File: config.mk
export PLATFORM = sky130hd
export DESIGN_NAME = system_acl_iface_pio_in_flat
export DESIGN_NICKNAME = d
export VERILOG_FILES = /design/src/rtl/system_acl_iface_pio_in_pkg.sv /design/src/rtl/system_acl_iface_pio_in_if.sv /design/src/rtl/system_acl_iface_pio_in_debounce.sv /design/src/rtl/system_acl_iface_pio_in.sv /design/src/flat_wrapper.sv
export SDC_FILE = /design/constraint.sdc
export NUM_CORES = 1
export LEC_CHECK = 0
export CAP_MARGIN = 20
export CORE_MARGIN = 4
export CORE_UTILIZATION = 36
export CTS_CLUSTER_DIAMETER = 100
export DETAILED_ROUTE_END_ITERATION = 8
export PLACE_DENSITY = 0.95
export SETUP_SLACK_MARGIN = 0.4
export SYNTH_ARGS = -nofsm -noshare
export SYNTH_HDL_FRONTEND = slang
export SYNTH_SLANG_ARGS = --single-unit
File: constraint.sdc
create_clock -name clk -period 2 [get_ports clk]
set_input_delay 0.6 -clock clk [delete_from_list [all_inputs] [get_ports clk]]
set_output_delay 0.6 -clock clk [all_outputs]
set_load 0.01 [all_outputs]
File: src/rtl/system_acl_iface_pio_in_pkg.sv
// Shared register map and reset-value rules for the debounced PIO input block.
// Pure constants/functions: no logic, no latency, no flow control.
package acl_pio_pkg;

    localparam logic [2:0] ADDR_DATA     = 3'd0;
    localparam logic [2:0] ADDR_RISE_EN  = 3'd1;
    localparam logic [2:0] ADDR_IRQ_MASK = 3'd2;
    localparam logic [2:0] ADDR_EDGE_CAP = 3'd3;
    localparam logic [2:0] ADDR_FALL_EN  = 3'd4;
    localparam logic [2:0] ADDR_DB_LIMIT = 3'd5;
    localparam logic [2:0] ADDR_PENDING  = 3'd6;

    // Every implemented channel comes out of reset with falling-edge capture enabled.
    function automatic logic [31:0] fall_en_reset(input int width);
        return (width >= 32) ? 32'hFFFF_FFFF : ((32'd1 << width) - 32'd1);
    endfunction

endpackage

File: src/rtl/system_acl_iface_pio_in_if.sv
// Register-slave bus: select/strobe/address/data in, registered read data out.
// Reads return one cycle after the address is presented; the slave never stalls.
interface system_acl_iface_pio_in_if;
    logic [2:0]  address;
    logic        chipselect;
    logic        write_n;
    logic [31:0] writedata;
    logic [31:0] readdata;

    modport master (output address, chipselect, write_n, writedata, input readdata);
    modport slave  (input address, chipselect, write_n, writedata, output readdata);
endinterface

File: src/rtl/system_acl_iface_pio_in_debounce.sv
// One channel: 2-flop synchroniser then debounce (PIO_DEBOUNCE_EN) or a plain retiming flop.
// Stable follows the synchronised input after DB_LIMIT+1 agreeing cycles; no backpressure.
module acl_pio_debounce #(
    parameter int DB_W = 16
) (
    input  logic            clk,
    input  logic            reset_n,
    input  logic            in_raw,
`ifdef PIO_DEBOUNCE_EN
    input  logic [DB_W-1:0] db_limit,
`endif
    output logic            stable
);

    logic [1:0] sync_q;
    logic       sync;

    always_ff @(posedge clk or negedge reset_n) begin
        if (!reset_n) sync_q <= '0;
        else          sync_q <= {sync_q[0], in_raw};
    end

    assign sync = sync_q[1];

`ifdef PIO_DEBOUNCE_EN
    logic [DB_W-1:0] cnt;

    // Counter holds at all-ones rather than wrapping back below the limit.
    always_ff @(posedge clk or negedge reset_n) begin
        if (!reset_n) begin
            stable <= 1'b0;
            cnt    <= '0;
        end else if (sync == stable) begin
            cnt <= '0;
        end else if (cnt >= db_limit) begin
            stable <= sync;
            cnt    <= '0;
        end else if (cnt != '1) begin
            cnt <= cnt + 1'b1;
        end
    end
`else
    localparam int unused_db_w = DB_W;

    always_ff @(posedge clk or negedge reset_n) begin
        if (!reset_n) stable <= 1'b0;
        else          stable <= sync;
    end
`endif

endmodule

File: src/rtl/system_acl_iface_pio_in.sv
// Debounced PIO input with edge capture and level irq; optional debounce via PIO_DEBOUNCE_EN.
// readdata registered every cycle (1-cycle read latency); writes always accepted, no backpressure.
module system_acl_iface_pio_in
    import acl_pio_pkg::*;
#(
    parameter int          WIDTH  = 2,
    parameter int          DB_W   = 16,
    parameter logic [15:0] DB_RST = 16'd0
) (
    input  logic                       clk,
    input  logic                       reset_n,
    system_acl_iface_pio_in_if.slave   bus,
    input  logic [WIDTH-1:0]           in_port,
    output logic                       irq
);

    localparam logic [WIDTH-1:0] FALL_RST = WIDTH'(fall_en_reset(WIDTH));

    logic [WIDTH-1:0] data;
    logic [WIDTH-1:0] stable_prev;
    logic [WIDTH-1:0] rise_en;
    logic [WIDTH-1:0] irq_mask;
    logic [WIDTH-1:0] edge_cap;
    logic [WIDTH-1:0] fall_en;
    logic [WIDTH-1:0] edge_det;
    logic [WIDTH-1:0] cap_clr;
    logic             wr_en;
    logic [31:0]      rd_next;
    logic             unused_wd;

    assign wr_en     = bus.chipselect & ~bus.write_n;
    assign unused_wd = ^bus.writedata;

`ifdef PIO_DEBOUNCE_EN
    logic [DB_W-1:0] db_limit;

    always_ff @(posedge clk or negedge reset_n) begin
        if (!reset_n)
            db_limit <= DB_RST[DB_W-1:0];
        else if (wr_en && bus.address == ADDR_DB_LIMIT)
            db_limit <= bus.writedata[DB_W-1:0];
    end
`else
    localparam int unused_db_rst = int'(DB_RST);
`endif

    for (genvar i = 0; i < WIDTH; i++) begin : g_ch
        acl_pio_debounce #(.DB_W(DB_W)) u_db (
            .clk      (clk),
            .reset_n  (reset_n),
            .in_raw   (in_port[i]),
`ifdef PIO_DEBOUNCE_EN
            .db_limit (db_limit),
`endif
            .stable   (data[i])
        );
    end

    // stable_prev resets to 0 alongside stable, so only a genuine 0->1 counts as a rise.
    assign edge_det = (data & ~stable_prev & rise_en) | (~data & stable_prev & fall_en);
    assign cap_clr  = (wr_en && bus.address == ADDR_EDGE_CAP) ? bus.writedata[WIDTH-1:0] : '0;
    assign irq      = |(edge_cap & irq_mask);

    always_ff @(posedge clk or negedge reset_n) begin
        if (!reset_n) begin
            stable_prev <= '0;
            rise_en     <= '0;
            irq_mask    <= '0;
            edge_cap    <= '0;
            fall_en     <= FALL_RST;
        end else begin
            stable_prev <= data;
            // Set is OR-ed in after the clear so a coincident edge wins.
            edge_cap    <= (edge_cap & ~cap_clr) | edge_det;
            if (wr_en) begin
                case (bus.address)
                    ADDR_RISE_EN:  rise_en  <= bus.writedata[WIDTH-1:0];
                    ADDR_IRQ_MASK: irq_mask <= bus.writedata[WIDTH-1:0];
                    ADDR_FALL_EN:  fall_en  <= bus.writedata[WIDTH-1:0];
                    default: ;
                endcase
            end
        end
    end

    always_comb begin
        rd_next = '0;
        case (bus.address)
            ADDR_DATA:     rd_next = 32'(data);
            ADDR_RISE_EN:  rd_next = 32'(rise_en);
            ADDR_IRQ_MASK: rd_next = 32'(irq_mask);
            ADDR_EDGE_CAP: rd_next = 32'(edge_cap);
            ADDR_FALL_EN:  rd_next = 32'(fall_en);
`ifdef PIO_DEBOUNCE_EN
            ADDR_DB_LIMIT: rd_next = 32'(db_limit);
`endif
            ADDR_PENDING:  rd_next = 32'(irq);
            default:       rd_next = '0;
        endcase
    end

    always_ff @(posedge clk or negedge reset_n) begin
        if (!reset_n) bus.readdata <= '0;
        else          bus.readdata <= rd_next;
    end

endmodule

File: src/flat_wrapper.sv
// flat-port wrapper written by rule: the top's interface ports become plain ports
module system_acl_iface_pio_in_flat import acl_pio_pkg::*;
#(
    parameter int          WIDTH  = 2,
    parameter int          DB_W   = 16,
    parameter logic [15:0] DB_RST = 16'd0
)
  (clk, reset_n, in_port, irq, bus_address, bus_chipselect, bus_write_n, bus_writedata, bus_readdata);
  system_acl_iface_pio_in_if bus_i ();
  input  logic clk;
  input  logic reset_n;
  input  logic [WIDTH-1:0] in_port;
  output logic irq;
  input wire logic [$bits(bus_i.address)-1:0] bus_address;
  input wire logic [$bits(bus_i.chipselect)-1:0] bus_chipselect;
  input wire logic [$bits(bus_i.write_n)-1:0] bus_write_n;
  input wire logic [$bits(bus_i.writedata)-1:0] bus_writedata;
  output wire logic [$bits(bus_i.readdata)-1:0] bus_readdata;
  assign bus_i.address = bus_address;
  assign bus_i.chipselect = bus_chipselect;
  assign bus_i.write_n = bus_write_n;
  assign bus_i.writedata = bus_writedata;
  assign bus_readdata = bus_i.readdata;
  system_acl_iface_pio_in #(.WIDTH(WIDTH), .DB_W(DB_W), .DB_RST(DB_RST)) u_core (.clk(clk), .reset_n(reset_n), .bus(bus_i), .in_port(in_port), .irq(irq));
endmodule
# Yosys cells after proc, flatten, opt, wreduce, memory -nomap -nowiden
# Index checks and enable logic that the tools add are counted.
[word_totals]
input_bits = 41
out_inout_bits = 33
reg_bits = 18
[op_classes]
bitwise = 13
mux = 2
eq_ne = 5
n_reduce_logical = 6
[op_table]
columns = ["cell", "n"]
rows = [
  ["bitwise AND 2 bit", 6],
  ["one-hot mux 2 bit (6 select lines)", 1],
  ["equality test 3 x 2 -> 1 bit, second input constant", 2],
  ["equality test 3 bit, second input constant", 2],
  ["inverter 2 bit", 3],
  ["AND reduction 2 bit", 3],
  ["bitwise OR 2 bit", 2],
  ["equality test 3 x 1 -> 1 bit, second input constant", 1],
  ["zero test 3 bit", 1],
  ["two-way mux 2 bit", 1],
  ["OR reduction 2 bit", 1],
  ["bitwise AND 1 bit", 1],
  ["logical AND 1 bit", 1],
  ["inverter 1 bit", 1],
]

# Depth between registers and ports, before layout
# Gate-level depths: netlist (run 1).
[logic_depth]
word_depth = 7
ltp_mapped = 4
mapped_depth_nobuf = 3

# Hierarchy
# From an unflattened synthesis (run 1), not the netlist that was laid out.
[hier_totals]
cells_unflattened = 87
area_unflattened_um2 = 1002.2
[modules_own_cells]
columns = ["mod", "cells_each", "area_each_um2", "n_inst"]
rows = [
  ["system_acl_iface_pio_in", 81, 852.1, 1],
  ["acl_pio_debounce", 3, 75.1, 2],
]

# Worst setup path after synthesis (run 1)
# OpenSTA, ideal clock, no wires.
[synth_timing]
path_type = "input-to-reg"
start = "in bus_address[1]"
end = "reg u_core.irq_mask[0]"
required_ns = 1.875
t_arrival_ns = 1.429
path_stages = 4
setup_slack_ns = 0.446
path_buffers = 1
cell_sequence = "buf_6 -> nand3b_4 -> or3_4 -> mux2_4"
[synth_between]
elab_chain_cells = 2
[synth_lines]
columns = ["element", "line_no", "source"]
rows = [
  ["from (decl)", "flat_wrapper.sv:14", "input wire logic [$bits(bus_i.address)-1:0] bus_address;"],
  ["equality test 3 x 2 -> 1 bit", "system_acl_iface_pio_in.sv:76", "case (bus.address)"],
  ["AND reduction 2 bit (no source line)", "-", ""],
  ["to (signal assigned)", "system_acl_iface_pio_in.sv:78", "ADDR_IRQ_MASK: irq_mask <= bus.writedata[WIDTH-1:0];"],
  ["to (decl)", "system_acl_iface_pio_in.sv:22", "logic [WIDTH-1:0] irq_mask;"],
]
# No other way between the ends.
# A chain may end at the register's enable or synchronous reset.

# Final worst setup path (run 1)
[layout_timing]
start = "reg u_core.irq_mask[1]"
end = "out irq"
[layout_between]
elab_chain_cells = 2
[layout_lines]
columns = ["element", "line_no", "source"]
rows = [
  ["bitwise AND 2 bit", "system_acl_iface_pio_in.sv:62", "assign irq = |(edge_cap & irq_mask);"],
  ["OR reduction 2 bit", "system_acl_iface_pio_in.sv:62", ""],
  ["to (decl)", "flat_wrapper.sv:13", "output logic irq;"],
]
# No other way between the ends.

==> qor.csv, run 1 <==
metric;value;unit
place_ws;-0.151;ns
grt_overflow_total;0;
syn2layout_area_growth;14.2;%
grt_pass1_vias;605;
antenna_found_initial;0;
peakVddDrop;0.463;mV
clk_path_buf_depth;2;
finalSetupTns;0;ns
wl_met2;803;microns
wl_met3;240;microns
fillCellCount;248;
cts_buffers;3;
wl_met1;625;microns
ys_seq_area_share;45.1;%
ys_ff_latch;18;
path_clk_slew;0.11;ns
final.setup_skew;0.0143;ns
maxCapViolations;0;
critPathMaxFanout;2;
wl_per_cell;12.1;microns
power_density;737;nW/um^2
final_nets;150;
ios;74;
synth_warnings;0;
startpoint_type;flip-flop;
report.final.slew_viol_count;0;
final-hold-violation-count;0;
dp_hpwl;1.33;mm
clock_sinks;18;
holdPathEnd;u_core.g_ch[0].u_db.stable;
core-area;2570;sq um
gp_congestion;0.797;
synthCells;86;
post-route-period-util;85.4;%
die_height;60.8;microns
cts-root-buf;clkbuf_4;
syn_area;1000;sq um
via_per_inst;4.33;
p_leak;0.596;nW
critPathKind;reg2out;
drtIter0Drc;12;
drc;0;
rrSetupSlack;0.68;ns
holdWs;0.344;ns
fmax;0.585;GHz
setup_viol;0;
worstRegToRegCells;3;
die-area;3700;sq um
worstHoldStart;u_core.g_ch[0].u_db.sync_q[1];
required;1.40;ns
crit_arrival;1.11;ns
cts_tree;yes;
min-delay-path-class;reg2reg;
grt_pass1_wl;2.71;mm
synth.distinct_cells;24;
syn_avg_cell_area;11.7;sq um
n_antenna_cell;0;
start_util;39.1;%
r2r_start;u_core.irq_mask[1];
first_pass_iters;4;
holdPathStages;0;
rows;18;
die_w;60.8;microns
antenna_left;0;
final.min_clock_period;1.71;ns
top_layer;met3;
num_vias;598;
fin_ws;0.292;ns
drive_gt1_share;23.1;%
insertion_delay;0.29;ns
crit_path_start;u_core.irq_mask[1];
postCtsHoldBufs;0;
wirelength;1.67;mm
io_buffers;13;
outcome;complete, no violations;
htreeDepth;1;
grt_usage;10.1;%
grt_max_degree;19;
end_kind;output port;
rsz0062_at_grt;true;
r2r_end;u_core.bus.readdata[0];
==> Yosys cell counts, drive strengths merged <==
cell type,instances,share of area (%)
dfstp,2,5.2
nor2,2,0.75
a211o,2,1.7
nand3b,5,5.0
nand2b,2,1.2
and2b,1,0.87
mux2,7,8.6
mux2i,4,4.0
nor3,2,1.0
o2111ai,2,1.7
or3,1,1.1
a22o,1,0.87
nor3b,1,1.2
conb,1,0.37
inv,2,0.75
o21ai,2,1.0
buf,31,24
nand2,1,0.37
nor2b,1,0.62
dfrtp,16,40
==> kinds of logic (layout without fill, tap and decap cells) <==
logic type             Yosys count  count (layout)  synth area share (%)
DFF                             18              18                  45.1
and+or+nand+nor                 16              16                  12.2
AOI/OAI and AO/OA                7               7                  5.36
muxes                           11              11                  12.6
other                            1              30                 0.374
buffers and inverters           33              26                  24.3
==> worst max-delay path: stages (launching register included) <==
cell and delay (ns):
dfrtp_1 0.42, a22o_1 0.25, buf_2 0.14
==> report_power, final <==
part           switching [mW]  internal, mW  total (mW)
registers              0.0282         0.413       0.442
clock network           0.109         0.111       0.220
logic                  0.0885        0.0947       0.183
total                   0.226         0.619       0.845
==> cell type report <==
class,instances,area [sq um],area share [%]
flip-flops and latches,18,453,39.5
clock buffers,4,36.3,3.17
well taps,30,37.5,3.28
inverters,2,7.51,0.655
repair buffers,20,169,14.7
multi-input cells,64,443,38.6
==> routing by layer <==
| layer | GRT usage (%) | vias up |
|---|---|---|
| met1 | 11.5 | 286 |
| met4 | 1.55 | 0 |
| met5 | 0 | - |
| li1 | - | 272 |
| met2 | 17.7 | 40 |
| met3 | 4.68 | 0 |
==> cell usage in the layout, fill, tap and decap left out, types with 3 or more instances in the layout <==
master and instances:
mux2_1 3, mux2i_1 4, dlygate4sd2_1 7, buf_4 7, mux2_4 3, nand3b_1 4, dfrtp_1 16, clkdlybuf4s50_1 5
conb_1 30, clkbuf_4 3
==> registers in the layout, summed over array words and instances (netlist names) <==
| register | count |
|---|---|
| u_core.bus.readdata | 2 |
| u_core.fall_en | 2 |
| u_core.edge_cap | 2 |
| u_core.stable_prev | 2 |
| u_core.g_ch.u_db.sync_q | 4 |
| u_core.g_ch.u_db.stable | 2 |
| u_core.irq_mask | 2 |
| u_core.rise_en | 2 |
==> worst max path at each step <==
| stage | to | slack, ns | depth (start not counted) |
|---|---|---|---|
| 2_1_floorplan | u_core.irq_mask[0] | 0.45 | 4 |
| 3_5_place_dp | u_core.rise_en[0] | -0.15 | 5 |
| 5_1_grt | irq | 0.24 | 2 |
| 3_3_place_gp | u_core.rise_en[0] | -0.09 | 5 |
| 4_1_cts | irq | 0.26 | 2 |
| 6_report | irq | 0.29 | 2 |
==> repair_timing <==
item / 4_1_cts / 5_1_grt
setup endpoints to repair: 11 / 2
pin swaps: 2 / 1
gates resized for setup: 16 / 1
buffers inserted: 1 / 0
==> per-stage QoR <==
stage	utilization, %	instances	cell area (sq um)	total power, mW
6_report	44.6	138	1150	0.845
5_1_grt	44.6	138	1150	0.900
4_1_cts	44.5	138	1140	0.855
3_5_place_dp	42.4	133	1090	0.629
3_3_place_gp	42.4	133	1090	0.617
2_1_floorplan	-	115	1110	0.591
Note: power is estimated with default switching activity, not from simulation.
==> inputs of run 2 (changes only) <==
SLEW_MARGIN = 25   (was not set)
==> results of run 2 <==
The final DEF is identical to that of run 1; final timing and power are the same.
==> inputs of run 3 (changes only) <==
ABC_CLOCK_PERIOD_IN_PS = 2000   (was not set)
CORE_ASPECT_RATIO = 1.2   (was not set)
PLACE_DENSITY = 0.89   (was 0.95)
==> run 3 against run 2 <==
Compared with the run above: clock power hardly changed; power fell by 0.51%; utilization is 1.3 points lower; die area is essentially flat; first-iteration DRC count is 67% lower; register-to-register slack improved by 0.02 ns; via count up 1.5%; critical endpoint unchanged.
==> qor.csv, run 3 (same netlist as run 1, synthesis figures left out) <==
metric;value;unit;change
p_switching;0.223;mW;was 0.226 mW
dp_hpwl;1.30;mm;was 1.33 mm
place_ws;-0.156;ns;was -0.151 ns
path_clk_slew;0.11;ns;about the same
power_frac_seq;52.6;%;was 52.3%
intPower;0.617;mW;was 0.619 mW
die_w;56.2;microns;was 60.8 microns
final.setup_skew;0.00989;ns;was 0.0143 ns
crit_arrival;1.09;ns;was 1.11 ns
grt_pass1_wl;2.46;mm;was 2.71 mm
drive_gt1_share;21.3;%;was 23.1%
htreeDepth;1;;unchanged
ios;74;;unchanged
largest_register;u_core.g_ch.u_db.sync_q;;unchanged
required;1.40;ns;about the same
die_height;65.8;microns;was 60.8 microns
final_common_cell;conb_1;;unchanged
final_core_util;43.4;%;was 44.6%
crit_path_start;u_core.edge_cap[1];;was u_core.irq_mask[1]
postCtsHoldBufs;0;;unchanged
switching_share;26.6;%;was 26.7%
wl_per_cell;11.2;microns;was 12.1 microns
insertion_delay;0.29;ns;about the same
core-area;2600;sq um;was 2570 sq um
wirelength;1.58;mm;was 1.67 mm
r2r_start;u_core.edge_cap[1];;was u_core.irq_mask[1]
cts_tree;yes;;unchanged
final_cells;141;;was 138
power_density;745;nW/um^2;was 737 nW/um^2
cts_buffers;3;;unchanged
grt_max_degree;19;;unchanged
setup_viol;0;;unchanged
critPathMaxFanout;4;;was 2
final-hold-violation-count;0;;unchanged
outcome;complete, no violations;;unchanged
p_leak;0.582;nW;was 0.596 nW
final_nets;150;;unchanged
post-route-period-util;84.4;%;was 85.4%
first_pass_iters;4;;unchanged
power_frac_clock;26.3;%;was 26.0%
antenna_found_initial;0;;unchanged
peakVddDrop;0.518;mV;was 0.463 mV
n_antenna_cell;0;;unchanged
drtIter0Drc;4;;was 12
clock_sinks;18;;unchanged
final_cell_mix;30 x conb_1, 16 x dfrtp_1, 7 x buf_4;;was 30 x conb_1, 16 x dfrtp_1, 7 x dlygate4sd2_1, 7 x buf_4, 5 x clkdlybuf4s50_1
io_buffers;13;;unchanged
grt_overflow_total;0;;unchanged
end_kind;output port;;unchanged
dp.cells;136;;was 133
syn2layout_area_growth;12.5;%;was 14.2%
drc;0;;unchanged
worstHoldStart;u_core.g_ch[1].u_db.sync_q[0];;was u_core.g_ch[0].u_db.sync_q[1]
report.final.slew_viol_count;0;;unchanged
power_frac_comb;21.1;%;was 21.7%
largest_register_ffs;4;;unchanged
post_dp_cell_area;1090;sq um;about the same
startpoint_type;flip-flop;;unchanged
rows;20;;was 18
final.min_clock_period;1.69;ns;was 1.71 ns
clk_path_buf_depth;2;;unchanged
cts-root-buf;clkbuf_4;;unchanged
via_per_inst;4.30;;was 4.33
min-delay-path-class;reg2reg;;unchanged
critPathKind;reg2out;;unchanged
fin_ws;0.311;ns;was 0.292 ns
multi_input_area;425;sq um;was 443 sq um
maxCapViolations;0;;unchanged
grt_usage;8.56;%;was 10.1%
regArea;453;sq um;unchanged
antenna_left;0;;unchanged
num_vias;607;;was 598
p_total;0.840;mW;was 0.845 mW
gp_congestion;0.844;;was 0.797
grt_pass1_vias;581;;was 605
final_area;1130;sq um;was 1150 sq um
rsz0062_at_grt;true;;unchanged
start_util;38.6;%;was 39.1%
fillCellCount;253;;was 248
fmax;0.592;GHz;was 0.585 GHz
die-area;3700;sq um;about the same
[run 3: power by group through the flow]
stage | clock network [mW] | logic [mW] | registers, mW
final | 0.221 | 0.177 | 0.442
after global routing | 0.242 | 0.196 | 0.449
after CTS | 0.228 | 0.178 | 0.442
after floorplan | 0 | 0.147 | 0.443
after detailed placement | 0 | 0.178 | 0.451
after global placement | 0 | 0.171 | 0.446
[run 3: path summary, 6_finish.rpt]
| kind | cells after the start | slack (ns) | end |
|---|---|---|---|
| min in group asynchronous | 2 | 0.62 | u_core.rise_en[1] |
| worst max register to register | 3 | 0.70 | u_core.bus.readdata[0] |
| worst max-delay path | 2 | 0.31 | irq |
| worst min-delay path | 0 | 0.36 | u_core.g_ch[1].u_db.sync_q[1] |
| worst min register to register | 0 | 0.36 | u_core.g_ch[1].u_db.sync_q[1] |
| max in group asynchronous | 2 | 1.11 | u_core.fall_en[1] |
[run 3: repair_timing]
item,in CTS,in global routing
pin swaps,2,1
endpoints found under the setup margin,11,3
hold endpoints to repair,0,0
gates resized for setup,13,2
setup buffers,1,0
[run 3: cell type report]
class | count | share of cell area, %
flip-flops and latches | 18 | 40.1
inverters | 2 | 0.665
well taps | 33 | 3.66
repair buffers | 20 | 14.6
multi-input cells | 64 | 37.7
clock buffers | 4 | 3.22
[run 3: layer usage]
metal | global-route usage, % | routed length, microns | vias to the layer above
li1 | - | - | 273
met1 | 8.16 | 553 | 298
met2 | 16.4 | 836 | 34
met3 | 4.10 | 185 | 2
met4 | 2.08 | 6 | 0
met5 | 0 | 0 | -
[run 3: critical path: stages, from the launching register on]
cell and delay (ns):
dfrtp_1 0.43, a22o_1 0.23, buf_2 0.14
[run 3: stage by stage]
stage | setup TNS (ns) | hold slack, ns
final | 0 | 0.357
after global routing | 0 | 0.369
after CTS | 0 | 0.361
after detailed placement | -0.766 | 0.339
after global placement | -0.645 | 0.334
after floorplan | 0 | 0.304
